`src/rtl/mem_port_arbiter_if.sv`:
```
// One sram-like request/complete port: req+fields held until addr_ok, completion via data_ok.
// The master drives the request side and receives addr_ok/data_ok/rdata; the slave does the opposite.
interface mem_port_arbiter_if #(
  parameter int ADDR_W = 32,
  parameter int DATA_W = 32
);
  logic              req;
  logic              wr;
  logic [1:0]        size;
  logic [ADDR_W-1:0] addr;
  logic [DATA_W-1:0] wdata;
  logic              addr_ok;
  logic              data_ok;
  logic [DATA_W-1:0] rdata;

  modport master (
    output req, wr, size, addr, wdata,
    input  addr_ok, data_ok, rdata
  );

  modport slave (
    input  req, wr, size, addr, wdata,
    output addr_ok, data_ok, rdata
  );
endinterface

```
`src/rtl/mem_port_arbiter.sv`:
```
// Round-robin arbiter sharing one memory port between inst (i_port) and data (d_port) requesters.
// Latency: addr_ok same cycle as req, m_req next cycle; one transaction in flight, losers stall with req held.
module mem_port_arbiter #(
  parameter int ADDR_W = 32,
  parameter int DATA_W = 32
) (
  input  logic                   clk,
  input  logic                   rst,
  mem_port_arbiter_if.slave      i_port,
  mem_port_arbiter_if.slave      d_port,
  mem_port_arbiter_if.master     m_port,
  output logic                   busy
);

  typedef enum logic [1:0] {
    IDLE,
    REQ,
    WAIT
  } state_t;

  localparam logic SIDE_I = 1'b0;
  localparam logic SIDE_D = 1'b1;

  state_t            state_q;
  state_t            state_d;
  logic              owner_q;
  logic              last_grant_q;
  logic              wr_q;
  logic [1:0]        size_q;
  logic [ADDR_W-1:0] addr_q;
  logic [DATA_W-1:0] wdata_q;
  logic              grant_i;
  logic              grant_d;
  logic              done;

  always_comb begin
    state_d = state_q;
    grant_i = 1'b0;
    grant_d = 1'b0;
    case (state_q)
      IDLE: begin
        // Data wins alone or on a tie, unless it took the previous grant.
        if (d_port.req && (!i_port.req || last_grant_q == SIDE_I)) begin
          grant_d = 1'b1;
        end else if (i_port.req) begin
          grant_i = 1'b1;
        end
        if (grant_i || grant_d) begin
          state_d = REQ;
        end
      end
      REQ: begin
        if (m_port.addr_ok) begin
          state_d = WAIT;
        end
      end
      WAIT: begin
        if (m_port.data_ok) begin
          state_d = IDLE;
        end
      end
      default: state_d = IDLE;
    endcase
  end

  always_ff @(posedge clk) begin
    if (rst) begin
      state_q      <= IDLE;
      owner_q      <= SIDE_I;
      last_grant_q <= SIDE_I;
      wr_q         <= 1'b0;
      size_q       <= 2'd0;
      addr_q       <= '0;
      wdata_q      <= '0;
    end else begin
      state_q <= state_d;
      if (grant_i || grant_d) begin
        owner_q      <= grant_d;
        last_grant_q <= grant_d;
        wr_q         <= grant_d ? d_port.wr    : i_port.wr;
        size_q       <= grant_d ? d_port.size  : i_port.size;
        addr_q       <= grant_d ? d_port.addr  : i_port.addr;
        wdata_q      <= grant_d ? d_port.wdata : i_port.wdata;
      end
    end
  end

  assign i_port.addr_ok = grant_i;
  assign d_port.addr_ok = grant_d;

  // A data_ok outside WAIT is a downstream protocol violation and is dropped here.
  assign done           = (state_q == WAIT) && m_port.data_ok;
  assign i_port.data_ok = done && (owner_q == SIDE_I);
  assign d_port.data_ok = done && (owner_q == SIDE_D);
  assign i_port.rdata   = m_port.rdata;
  assign d_port.rdata   = m_port.rdata;

  assign m_port.req   = (state_q == REQ);
  assign m_port.wr    = wr_q;
  assign m_port.size  = size_q;
  assign m_port.addr  = addr_q;
  assign m_port.wdata = wdata_q;

  assign busy = (state_q != IDLE);

endmodule

```
`src/flat_wrapper.sv`:
```
// flat-port wrapper written by rule: the top's interface ports become plain ports
module mem_port_arbiter_flat 
#(
  parameter int ADDR_W = 32,
  parameter int DATA_W = 32
)
  (clk, rst, busy, i_port_req, i_port_wr, i_port_size, i_port_addr, i_port_wdata, i_port_addr_ok, i_port_data_ok, i_port_rdata, d_port_req, d_port_wr, d_port_size, d_port_addr, d_port_wdata, d_port_addr_ok, d_port_data_ok, d_port_rdata, m_port_req, m_port_wr, m_port_size, m_port_addr, m_port_wdata, m_port_addr_ok, m_port_data_ok, m_port_rdata);
  mem_port_arbiter_if #(.ADDR_W(ADDR_W), .DATA_W(DATA_W)) i_port_i ();
  mem_port_arbiter_if #(.ADDR_W(ADDR_W), .DATA_W(DATA_W)) d_port_i ();
  mem_port_arbiter_if #(.ADDR_W(ADDR_W), .DATA_W(DATA_W)) m_port_i ();
  input  logic clk;
  input  logic rst;
  output logic busy;
  input wire logic [$bits(i_port_i.req)-1:0] i_port_req;
  input wire logic [$bits(i_port_i.wr)-1:0] i_port_wr;
  input wire logic [$bits(i_port_i.size)-1:0] i_port_size;
  input wire logic [$bits(i_port_i.addr)-1:0] i_port_addr;
  input wire logic [$bits(i_port_i.wdata)-1:0] i_port_wdata;
  output wire logic [$bits(i_port_i.addr_ok)-1:0] i_port_addr_ok;
  output wire logic [$bits(i_port_i.data_ok)-1:0] i_port_data_ok;
  output wire logic [$bits(i_port_i.rdata)-1:0] i_port_rdata;
  input wire logic [$bits(d_port_i.req)-1:0] d_port_req;
  input wire logic [$bits(d_port_i.wr)-1:0] d_port_wr;
  input wire logic [$bits(d_port_i.size)-1:0] d_port_size;
  input wire logic [$bits(d_port_i.addr)-1:0] d_port_addr;
  input wire logic [$bits(d_port_i.wdata)-1:0] d_port_wdata;
  output wire logic [$bits(d_port_i.addr_ok)-1:0] d_port_addr_ok;
  output wire logic [$bits(d_port_i.data_ok)-1:0] d_port_data_ok;
  output wire logic [$bits(d_port_i.rdata)-1:0] d_port_rdata;
  output wire logic [$bits(m_port_i.req)-1:0] m_port_req;
  output wire logic [$bits(m_port_i.wr)-1:0] m_port_wr;
  output wire logic [$bits(m_port_i.size)-1:0] m_port_size;
  output wire logic [$bits(m_port_i.addr)-1:0] m_port_addr;
  output wire logic [$bits(m_port_i.wdata)-1:0] m_port_wdata;
  input wire logic [$bits(m_port_i.addr_ok)-1:0] m_port_addr_ok;
  input wire logic [$bits(m_port_i.data_ok)-1:0] m_port_data_ok;
  input wire logic [$bits(m_port_i.rdata)-1:0] m_port_rdata;
  assign i_port_i.req = i_port_req;
  assign i_port_i.wr = i_port_wr;
  assign i_port_i.size = i_port_size;
  assign i_port_i.addr = i_port_addr;
  assign i_port_i.wdata = i_port_wdata;
  assign i_port_addr_ok = i_port_i.addr_ok;
  assign i_port_data_ok = i_port_i.data_ok;
  assign i_port_rdata = i_port_i.rdata;
  assign d_port_i.req = d_port_req;
  assign d_port_i.wr = d_port_wr;
  assign d_port_i.size = d_port_size;
  assign d_port_i.addr = d_port_addr;
  assign d_port_i.wdata = d_port_wdata;
  assign d_port_addr_ok = d_port_i.addr_ok;
  assign d_port_data_ok = d_port_i.data_ok;
  assign d_port_rdata = d_port_i.rdata;
  assign m_port_req = m_port_i.req;
  assign m_port_wr = m_port_i.wr;
  assign m_port_size = m_port_i.size;
  assign m_port_addr = m_port_i.addr;
  assign m_port_wdata = m_port_i.wdata;
  assign m_port_i.addr_ok = m_port_addr_ok;
  assign m_port_i.data_ok = m_port_data_ok;
  assign m_port_i.rdata = m_port_rdata;
  mem_port_arbiter #(.ADDR_W(ADDR_W), .DATA_W(DATA_W)) u_core (.clk(clk), .rst(rst), .i_port(i_port_i), .d_port(d_port_i), .m_port(m_port_i), .busy(busy));
endmodule
```
`config.mk`:
```
export PLATFORM = sky130hd
export DESIGN_NAME = mem_port_arbiter_flat
export DESIGN_NICKNAME = d
export VERILOG_FILES = /design/src/rtl/mem_port_arbiter_if.sv /design/src/rtl/mem_port_arbiter.sv /design/src/flat_wrapper.sv
export SDC_FILE = /design/constraint.sdc
export NUM_CORES = 1
export LEC_CHECK = 0
export CELL_PAD_IN_SITES_DETAIL_PLACEMENT = 0
export CELL_PAD_IN_SITES_GLOBAL_PLACEMENT = 2
export CORE_ASPECT_RATIO = 0.75
export CORE_MARGIN = 1
export CORE_UTILIZATION = 29
export CTS_CLUSTER_DIAMETER = 80
export DETAILED_ROUTE_END_ITERATION = 8
export DONT_BUFFER_PORTS = 1
export PLACE_DENSITY = 0.87
export SLEW_MARGIN = 20
export SYNTH_ARGS = -nofsm -noshare
export SYNTH_HDL_FRONTEND = slang
export SYNTH_SLANG_ARGS = --single-unit
```
`constraint.sdc`:
```
create_clock -name clk -period 1.35 [get_ports clk]
set_input_delay 0.27 -clock clk [delete_from_list [all_inputs] [get_ports clk]]
set_output_delay 0.27 -clock clk [all_outputs]
set_load 0.02 [all_outputs]
```
==> flow_metrics.py, run 1 <==
metrics = {
    "placed_design": {
        "io_buffers": 0,
        "dp_hpwl_um": 7504,
        "dp_slack_ns": -0.1887,
        "dp.cells": 548,
        "place_congestion": 0.7717,
    },
    "critical_path": {
        "critPathKind": "reg2out",
        "crit_path_end_kind": "output pin",
        "startpoint_type": "flip-flop",
        "critPathSlowestCell": "or3b_4",
        "arrival_ns": 1.32,
        "crit_chain": "or3b_4 > a21oi_4",
        "worstPathMaxFanout": 4,
        "critPathRequiredTime_ns": 1.08,
        "cp_slowest_stage_delay_ns": 0.41,
    },
    "clocking": {
        "clk_pin_slew_worst_paths_ns": 0.06,
        "cts.sinks": 70,
        "cts_root_buf": "clkbuf_16",
        "htreeDepth": 3,
        "numCtsBuffers": 9,
        "insertion_delay_ns": 0.33,
        "cts_tree": "done",
        "cts_buffer_depth": 2,
    },
    "global_route": {
        "grt_max_degree": 54,
        "grt_usage_pct": 16.43,
        "gr-total-overflow": 0,
        "grt_pass1_vias": 3338,
        "grt_pass1_wl_um": 17880,
        "antenna_found_initial": 0,
    },
    "floorplan": {
        "core_area_sq_um": 13200,
        "io_pins": 309,
        "die-area_sq_um": 14220,
        "die_w_um": 137.4,
        "die_y_um": 103.5,
        "row_count": 36,
        "start_util_pct": 30.20,
    },
    "logic_synthesis": {
        "synth_top_area_share_pct": 35.16,
        "ys_ff_latch": 70,
        "synthCells": 466,
        "synthTopCellsByArea": "dfxtp_1 35%, buf_4 13%, a22oi_1 11%",
        "yosysTopAreaCell": "dfxtp_1",
        "synth_area_per_cell_sq_um": 8.552,
        "synth_nets": 638,
        "synth_edf_count": 0,
        "yosysWarnings": 0,
        "async_reset_ff_share_pct": 0,
        "seq_area_frac_synth_pct": 35.16,
        "synth.cell_area_sq_um": 3985,
        "synth_common_cells": "70 x dfxtp_1, 69 x inv_1, 69 x nand2_1",
        "synth_most_common_cell": "dfxtp_1",
        "ys.flop_type": "dfxtp_1",
        "ys_types": 22,
    },
    "sta": {
        "setup_viol": 75,
        "holdWs_ns": 0.04112,
        "finalCriticalPeriod_ns": 1.586,
        "hold_viol": 0,
        "worst_slack_ns": -0.2363,
        "max_freq_mhz": 630.4,
        "worstMarginPinSlew_ns": 0.8823,
        "skew_ns": 0.007152,
        "fin_tns_setup_ns": -12.97,
        "fin_crit_sh_pct": 117.5,
        "drv_slew": 0,
        "rsz0062_at_grt": "yes",
        "slew-limit-headroom_pct": 41.18,
    },
    "detailed_routing": {
        "firstDrtPassIters": 4,
        "vias": 3393,
        "viasPerCell": 5.751,
        "drc": 0,
        "wl_per_cell_um": 24.15,
        "wirelength_um": 14250,
        "drt_first_iter_violations": 229,
        "drtAntennaViolNets": 0,
    },
    "cells_and_area": {
        "area_growth_pct": 23.74,
        "finalNetCount": 586,
        "num-fill-cells": 1304,
        "num_antenna_cells": 0,
        "drive_gt1_share_pct": 37.47,
        "stdcell_count": 590,
    },
    "power": {
        "power.density_nw_per_um2": 1473,
        "p_leak_nw": 1.954,
        "vdd_drop_max_mv": 0.6752,
    },
    "min_path": {
        "hp-class": "in2reg",
    },
    "status": {
        "violations": "negative setup slack",
        "status": "finished with violations",
    },
    "job": {
        "max_cap_violations": 0,
    },
}
layout by cell type, fill, tap and decap left out:
master and instances:
inv_1 69, dfxtp_1 68, nand2_1 67, a22oi_2 50, a221oi_2 37, a221oi_1 30
a22oi_1 18, clkbuf_16 15, buf_6 9, buf_12 9, buf_4 8, buf_16 5
dlygate4sd3_1 5, clkinv_4 3, nor3b_4 2, nand2_2 2, nor2b_4 2, and3_4 2
nor2_1 2, bufinv_16 2, buf_8 2, dfxtp_4 2, inv_2 1, or2_4 1
or3b_4 1, a21oi_4 1, nand2b_1 1, a31oi_1 1, a211oi_2 1, clkinvlp_4 1
clkinv_2 1, dlymetal6s4s_1 1
layer usage:
layer  wire length [um]  GRT usage [%]  vias up
li1                   -              -     1479
met1               5820          17.70     1634
met2               6904          29.62      256
met3               1346          5.923       24
met4                179          4.788        0
met5                  0              0        -
sequential cells by signal (all words and copies together), names as in the netlist:
signal,count
u_core.m_port.addr,32
u_core.m_port.wdata,32
u_core.m_port.size,2
u_core.state_q,2
u_core.last_grant_q,1
u_core.m_port.wr,1
through the flow:
step / area (sq um) / total power [W] / utilization [%]
after floorplan: 4018 / 0.004038 / -
after global placement: 3797 / 0.004056 / 28.77
after detailed placement: 3797 / 0.004106 / 28.77
after CTS: 4414 / 0.006924 / 33.45
after global routing: 4931 / 0.007559 / 37.36
final: 4931 / 0.007265 / 37.36
kinds of logic (layout without fill, tap and decap cells):
logic type      after synthesis  after routing  synth area share (%)
flops                        70             70                 35.16
compound gates              138            138                 32.09
simple gates                 80             80                 8.477
buf+inv                     178            131                 24.27
power breakdown:
part / switching [W] / internal, W
Combinational: 0.000966 / 0.000895
Clock: 0.000956 / 0.00162
Sequential: 0.000502 / 0.00232
Total: 0.00242 / 0.00484
worst max-delay path: cells and delay by family, from the launching register on:
kind	cells	cell delay, ns
AND/OR/NAND/NOR	1	0.41
AO/OA/AOI/OAI	1	0.21
flip-flops	1	0.36
layout make-up:
type	instances	area, sq um	share of cell area, %
clock buffers	9	225.2	4.567
well taps	171	214.0	4.339
flip-flops and latches	70	1409	28.57
multi-input cells	218	1999	40.55
repair buffers	45	721.9	14.64
inverters	70	262.8	5.329
clock inverters	7	98.84	2.005
path summary, 6_finish.rpt:
check                   startpoint                endpoint  slack, ns  cells past startpoint
max              u_core.state_q[1]          i_port_addr_ok      -0.24                      2
min                            rst  u_core.m_port.wdata[7]       0.04                      1
max reg2reg      u_core.state_q[1]  u_core.m_port.wdata[2]      -0.23                      5
min reg2reg  u_core.m_port.addr[8]   u_core.m_port.addr[8]       0.59                      2
repair_timing:
| action | 4_1_cts | 5_1_grt |
|---|---|---|
| endpoints found under the hold margin | 14 | 8 |
| buffers inserted | 6 | 1 |
| hold buffers | 4 | 2 |
| setup endpoints to repair | 73 | 76 |
| resized for setup | 35 | 53 |
| pin swaps | 6 | 6 |
| gates cloned | 2 | 11 |
No activity file was read; power rests on OpenSTA's default activity.
==> inputs of run 2 (changes only) <==
--- a/config.mk
+++ b/config.mk
@@ -13,6 +13,7 @@
 export CTS_CLUSTER_DIAMETER = 80
 export DETAILED_ROUTE_END_ITERATION = 8
 export DONT_BUFFER_PORTS = 1
+export GPL_TIMING_DRIVEN = 0
 export PLACE_DENSITY = 0.87
 export SLEW_MARGIN = 20
 export SYNTH_ARGS = -nofsm -noshare
==> constraint.sdc (replaced) <==
create_clock -name clk -period 1.35 [get_ports clk]
set_input_delay 0.0675 -clock clk [delete_from_list [all_inputs] [get_ports clk]]
set_output_delay 0.0675 -clock clk [all_outputs]
set_load 0.02 [all_outputs]
==> flow_metrics.py, run 2 <==
metrics = {
    "status": {
        "status": "aborted with a tool error",
        "stop_stage": "clock tree synthesis",
        "firstError": "[ERROR RSZ-0060] Max buffer count reached.",
    },
    "clocking": {
        "cts_resized": 81,
        "cts_buffer_depth": 2,
        "post_cts_buffers": 15,
        "cts_root_buf": "clkbuf_16",
        "cts.sinks": 70,
        "hold_buffers": 135,
        "htreeDepth": 3,
        "numCtsBuffers": 9,
    },
    "logic_synthesis": {
        "synth_top_area_share_pct": 35.16,
        "ys_types": 22,
        "synth.area.mux_share_pct": 0,
        "synth_nets": 638,
        "synthCells": 466,
        "synth_area_per_cell_sq_um": 8.552,
        "synthSimpleGateAreaFrac_pct": 8.477,
        "ys_ff_latch": 70,
        "yosysWarnings": 0,
        "synth_top_family_by_area": "compound AO/OA/AOI/OAI gates",
        "synth_xor_area_share_pct": 0,
        "yosysTopAreaCell": "dfxtp_1",
        "async_reset_ff_share_pct": 0,
        "synthTopCellsByArea": "dfxtp_1 35%, buf_4 13%, a22oi_1 11%",
        "synth.cell_area_sq_um": 3985,
        "synthAdderAreaFrac_pct": 0,
        "synth_compound_area_share_pct": 32.09,
        "seq_area_frac_synth_pct": 35.16,
        "synth_most_common_cell": "dfxtp_1",
        "synth_edf_count": 0,
        "synth_common_cells": "70 x dfxtp_1, 69 x inv_1, 69 x nand2_1",
        "ys.flop_type": "dfxtp_1",
    },
    "floorplan": {
        "die_w_um": 137.4,
        "start_util_pct": 30.20,
        "io_pins": 309,
        "row_count": 36,
        "die_y_um": 103.5,
    },
    "placed_design": {
        "dp_slack_ns": -0.8065,
        "io_buffers": 0,
        "dp_hpwl_um": 9864,
        "place_congestion": 0.7348,
    },
}
run 2: logic make-up after synthesis:
kind of cell	after synthesis
simple gates	80
compound gates	138
buf+inv	178
flops	70
run 2: through the flow:
step | instances | area, sq um | hold WS [ns]
after floorplan | 466 | 4038 | 0.2117
after global placement | 637 | 4252 | 0.2163
after detailed placement | 637 | 4252 | 0.2146
==> inputs of run 3 (changes only) <==
==> config.mk (replaced) <==
export PLATFORM = sky130hd
export DESIGN_NAME = mem_port_arbiter_flat
export DESIGN_NICKNAME = d
export VERILOG_FILES = /design/src/rtl/mem_port_arbiter_if.sv /design/src/rtl/mem_port_arbiter.sv /design/src/flat_wrapper.sv
export SDC_FILE = /design/constraint.sdc
export NUM_CORES = 1
export LEC_CHECK = 0
export CORE_MARGIN = 1
export CORE_UTILIZATION = 25
export DETAILED_ROUTE_END_ITERATION = 8
export DONT_BUFFER_PORTS = 1
export GPL_TIMING_DRIVEN = 0
export PLACE_DENSITY_LB_ADDON = 0.15
export SLEW_MARGIN = 20
export SYNTH_ARGS = -nofsm -noshare
export SYNTH_HDL_FRONTEND = slang
export SYNTH_SLANG_ARGS = --single-unit
==> constraint.sdc (replaced) <==
create_clock -name clk -period 1.76 [get_ports clk]
set_input_delay 0.088 -clock clk [delete_from_list [all_inputs] [get_ports clk]]
set_output_delay 0.088 -clock clk [all_outputs]
set_load 0.02 [all_outputs]
==> flow_metrics.py, run 3 (same netlist as run 1, synthesis figures left out) <==
metrics = {
    "critical_path": {
        "crit_path_end_kind": "flip-flop",
        "critPathRequiredTime_ns": 1.94,
        "critPathKind": "reg2reg",
        "arrival_ns": 1.88,
        "worstPathMaxFanout": 10,
        "startpoint_type": "flip-flop",
    },
    "min_path": {
        "hp-class": "in2reg",
    },
    "detailed_routing": {
        "firstDrtPassIters": 5,
        "drc": 0,
        "drt_first_iter_violations": 125,
        "drtAntennaViolNets": 0,
        "viasPerCell": 4.892,
        "vias": 4065,
        "wirelength_um": 14640,
        "wl_per_cell_um": 17.61,
    },
    "floorplan": {
        "start_util_pct": 25.93,
        "row_count": 45,
        "die_y_um": 128.3,
        "io_pins": 309,
        "core_area_sq_um": 15370,
        "die-area_sq_um": 16450,
        "die_w_um": 128.3,
    },
    "power": {
        "switching_share_pct": 33.55,
        "power_frac_comb_pct": 25.9,
        "switchingPower_w": 0.001833,
        "power_w": 0.005464,
        "p_clk_share_pct": 34.3,
        "internal-power_w": 0.003631,
        "power_frac_seq_pct": 39.8,
        "p_leak_nw": 2.567,
        "power.density_nw_per_um2": 914.9,
        "vdd_drop_max_mv": 0.4035,
    },
    "sta": {
        "fin_tns_setup_ns": 0,
        "rsz0062_at_grt": "no",
        "worstMarginPinSlew_ns": 0.6836,
        "hold_viol": 0,
        "holdWs_ns": 0.09174,
        "setup_viol": 0,
        "fin_crit_sh_pct": 96.70,
        "slew-limit-headroom_pct": 54.42,
        "max_freq_mhz": 587.6,
        "worst_slack_ns": 0.05815,
        "finalCriticalPeriod_ns": 1.702,
        "skew_ns": 0.006842,
        "drv_slew": 0,
    },
    "cells_and_area": {
        "num-fill-cells": 1545,
        "finalNetCount": 787,
        "final_cell_mix": "136 x dlygate4sd3_1, 71 x buf_4, 69 x inv_1",
        "num_antenna_cells": 0,
        "ff_latch_area_sq_um": 1405,
        "drive_gt1_share_pct": 23.39,
        "mostFrequentLayoutCell": "dlygate4sd3_1",
        "multi_input_area_sq_um": 1643,
        "area_growth_pct": 49.86,
        "final_util_pct": 38.85,
    },
    "placed_design": {
        "dp_slack_ns": -0.3944,
        "io_buffers": 0,
        "dp_hpwl_um": 9917,
        "place_congestion": 0.7378,
    },
    "clocking": {
        "insertion_delay_ns": 0.34,
        "cts_root_buf": "clkbuf_16",
        "cts_buffer_depth": 2,
        "htreeDepth": 3,
        "cts.sinks": 70,
        "cts_tree": "done",
        "clk_pin_slew_worst_paths_ns": 0.06,
        "numCtsBuffers": 9,
    },
    "global_route": {
        "grt_max_degree": 12,
        "grt_pass1_vias": 4071,
        "antenna_found_initial": 0,
        "grt_usage_pct": 17.36,
        "gr-total-overflow": 0,
        "grt_pass1_wl_um": 21730,
    },
    "job": {
        "max_cap_violations": 0,
    },
    "status": {
        "status": "finished clean",
    },
}
==> run 3: what timing repair did <==
item / in CTS / in global routing
pin swaps: 1 / 1
hold buffers: 136 / 0
resized for setup: 9 / 7
hold endpoints to repair: 69 / 0
setup buffers: 1 / 1
setup endpoints to repair: 70 / 28
==> run 3: per-stage QoR <==
| step | instance area [sq um] | cells |
|---|---|---|
| finish | 5972 | 831 |
| global route | 5972 | 831 |
| CTS | 5953 | 830 |
| detailed placement | 4249 | 677 |
| global placement | 4249 | 677 |
| floorplan | 3985 | 466 |
==> run 3: power groups by stage <==
stage	Combinational (W)	Clock [W]	Sequential, W
final	0.00142	0.00187	0.00218
after CTS	0.00141	0.00194	0.00218
after floorplan	0.000937	0	0.00214
after global placement	0.00113	0	0.00221
after global routing	0.00154	0.00202	0.00220
after detailed placement	0.00115	0	0.00221
==> run 3: path summary, 6_finish.rpt <==
path,slack (ns),start,end,depth (start not counted)
hold / removal,0.09,i_port_req,u_core.state_q[0],3
setup reg to reg,0.06,u_core.state_q[1],u_core.m_port.addr[14],6
setup / recovery,0.06,u_core.state_q[1],u_core.m_port.addr[14],6
hold reg to reg,0.50,u_core.last_grant_q,u_core.last_grant_q,1
==> run 3: critical path: stages (launching register included) <==
cell	delay (ns)
dfxtp_2	0.36
or3b_1	0.38
buf_2	0.19
buf_4	0.20
buf_6	0.17
a22oi_2	0.16
a221oi_2	0.09
==> run 3: final cells by class <==
cell class	instances	share of cell area [%]
Multi-Input combinational cell	218	27.51
Sequential cell	70	23.53
Timing Repair Buffer	138	23.05
Buffer	108	12.05
Tap cell	211	4.421
Inverter	70	4.400
Clock buffer	12	4.295
Clock inverter	4	0.7542
==> run 3: per-layer routing <==
layer	share of wire (%)	track usage (%)	wire, um
met1	39	18.62	5661
met2	52	32.34	7628
met3	7.8	4.466	1138
met4	1.4	6.574	206
met5	0	0	0
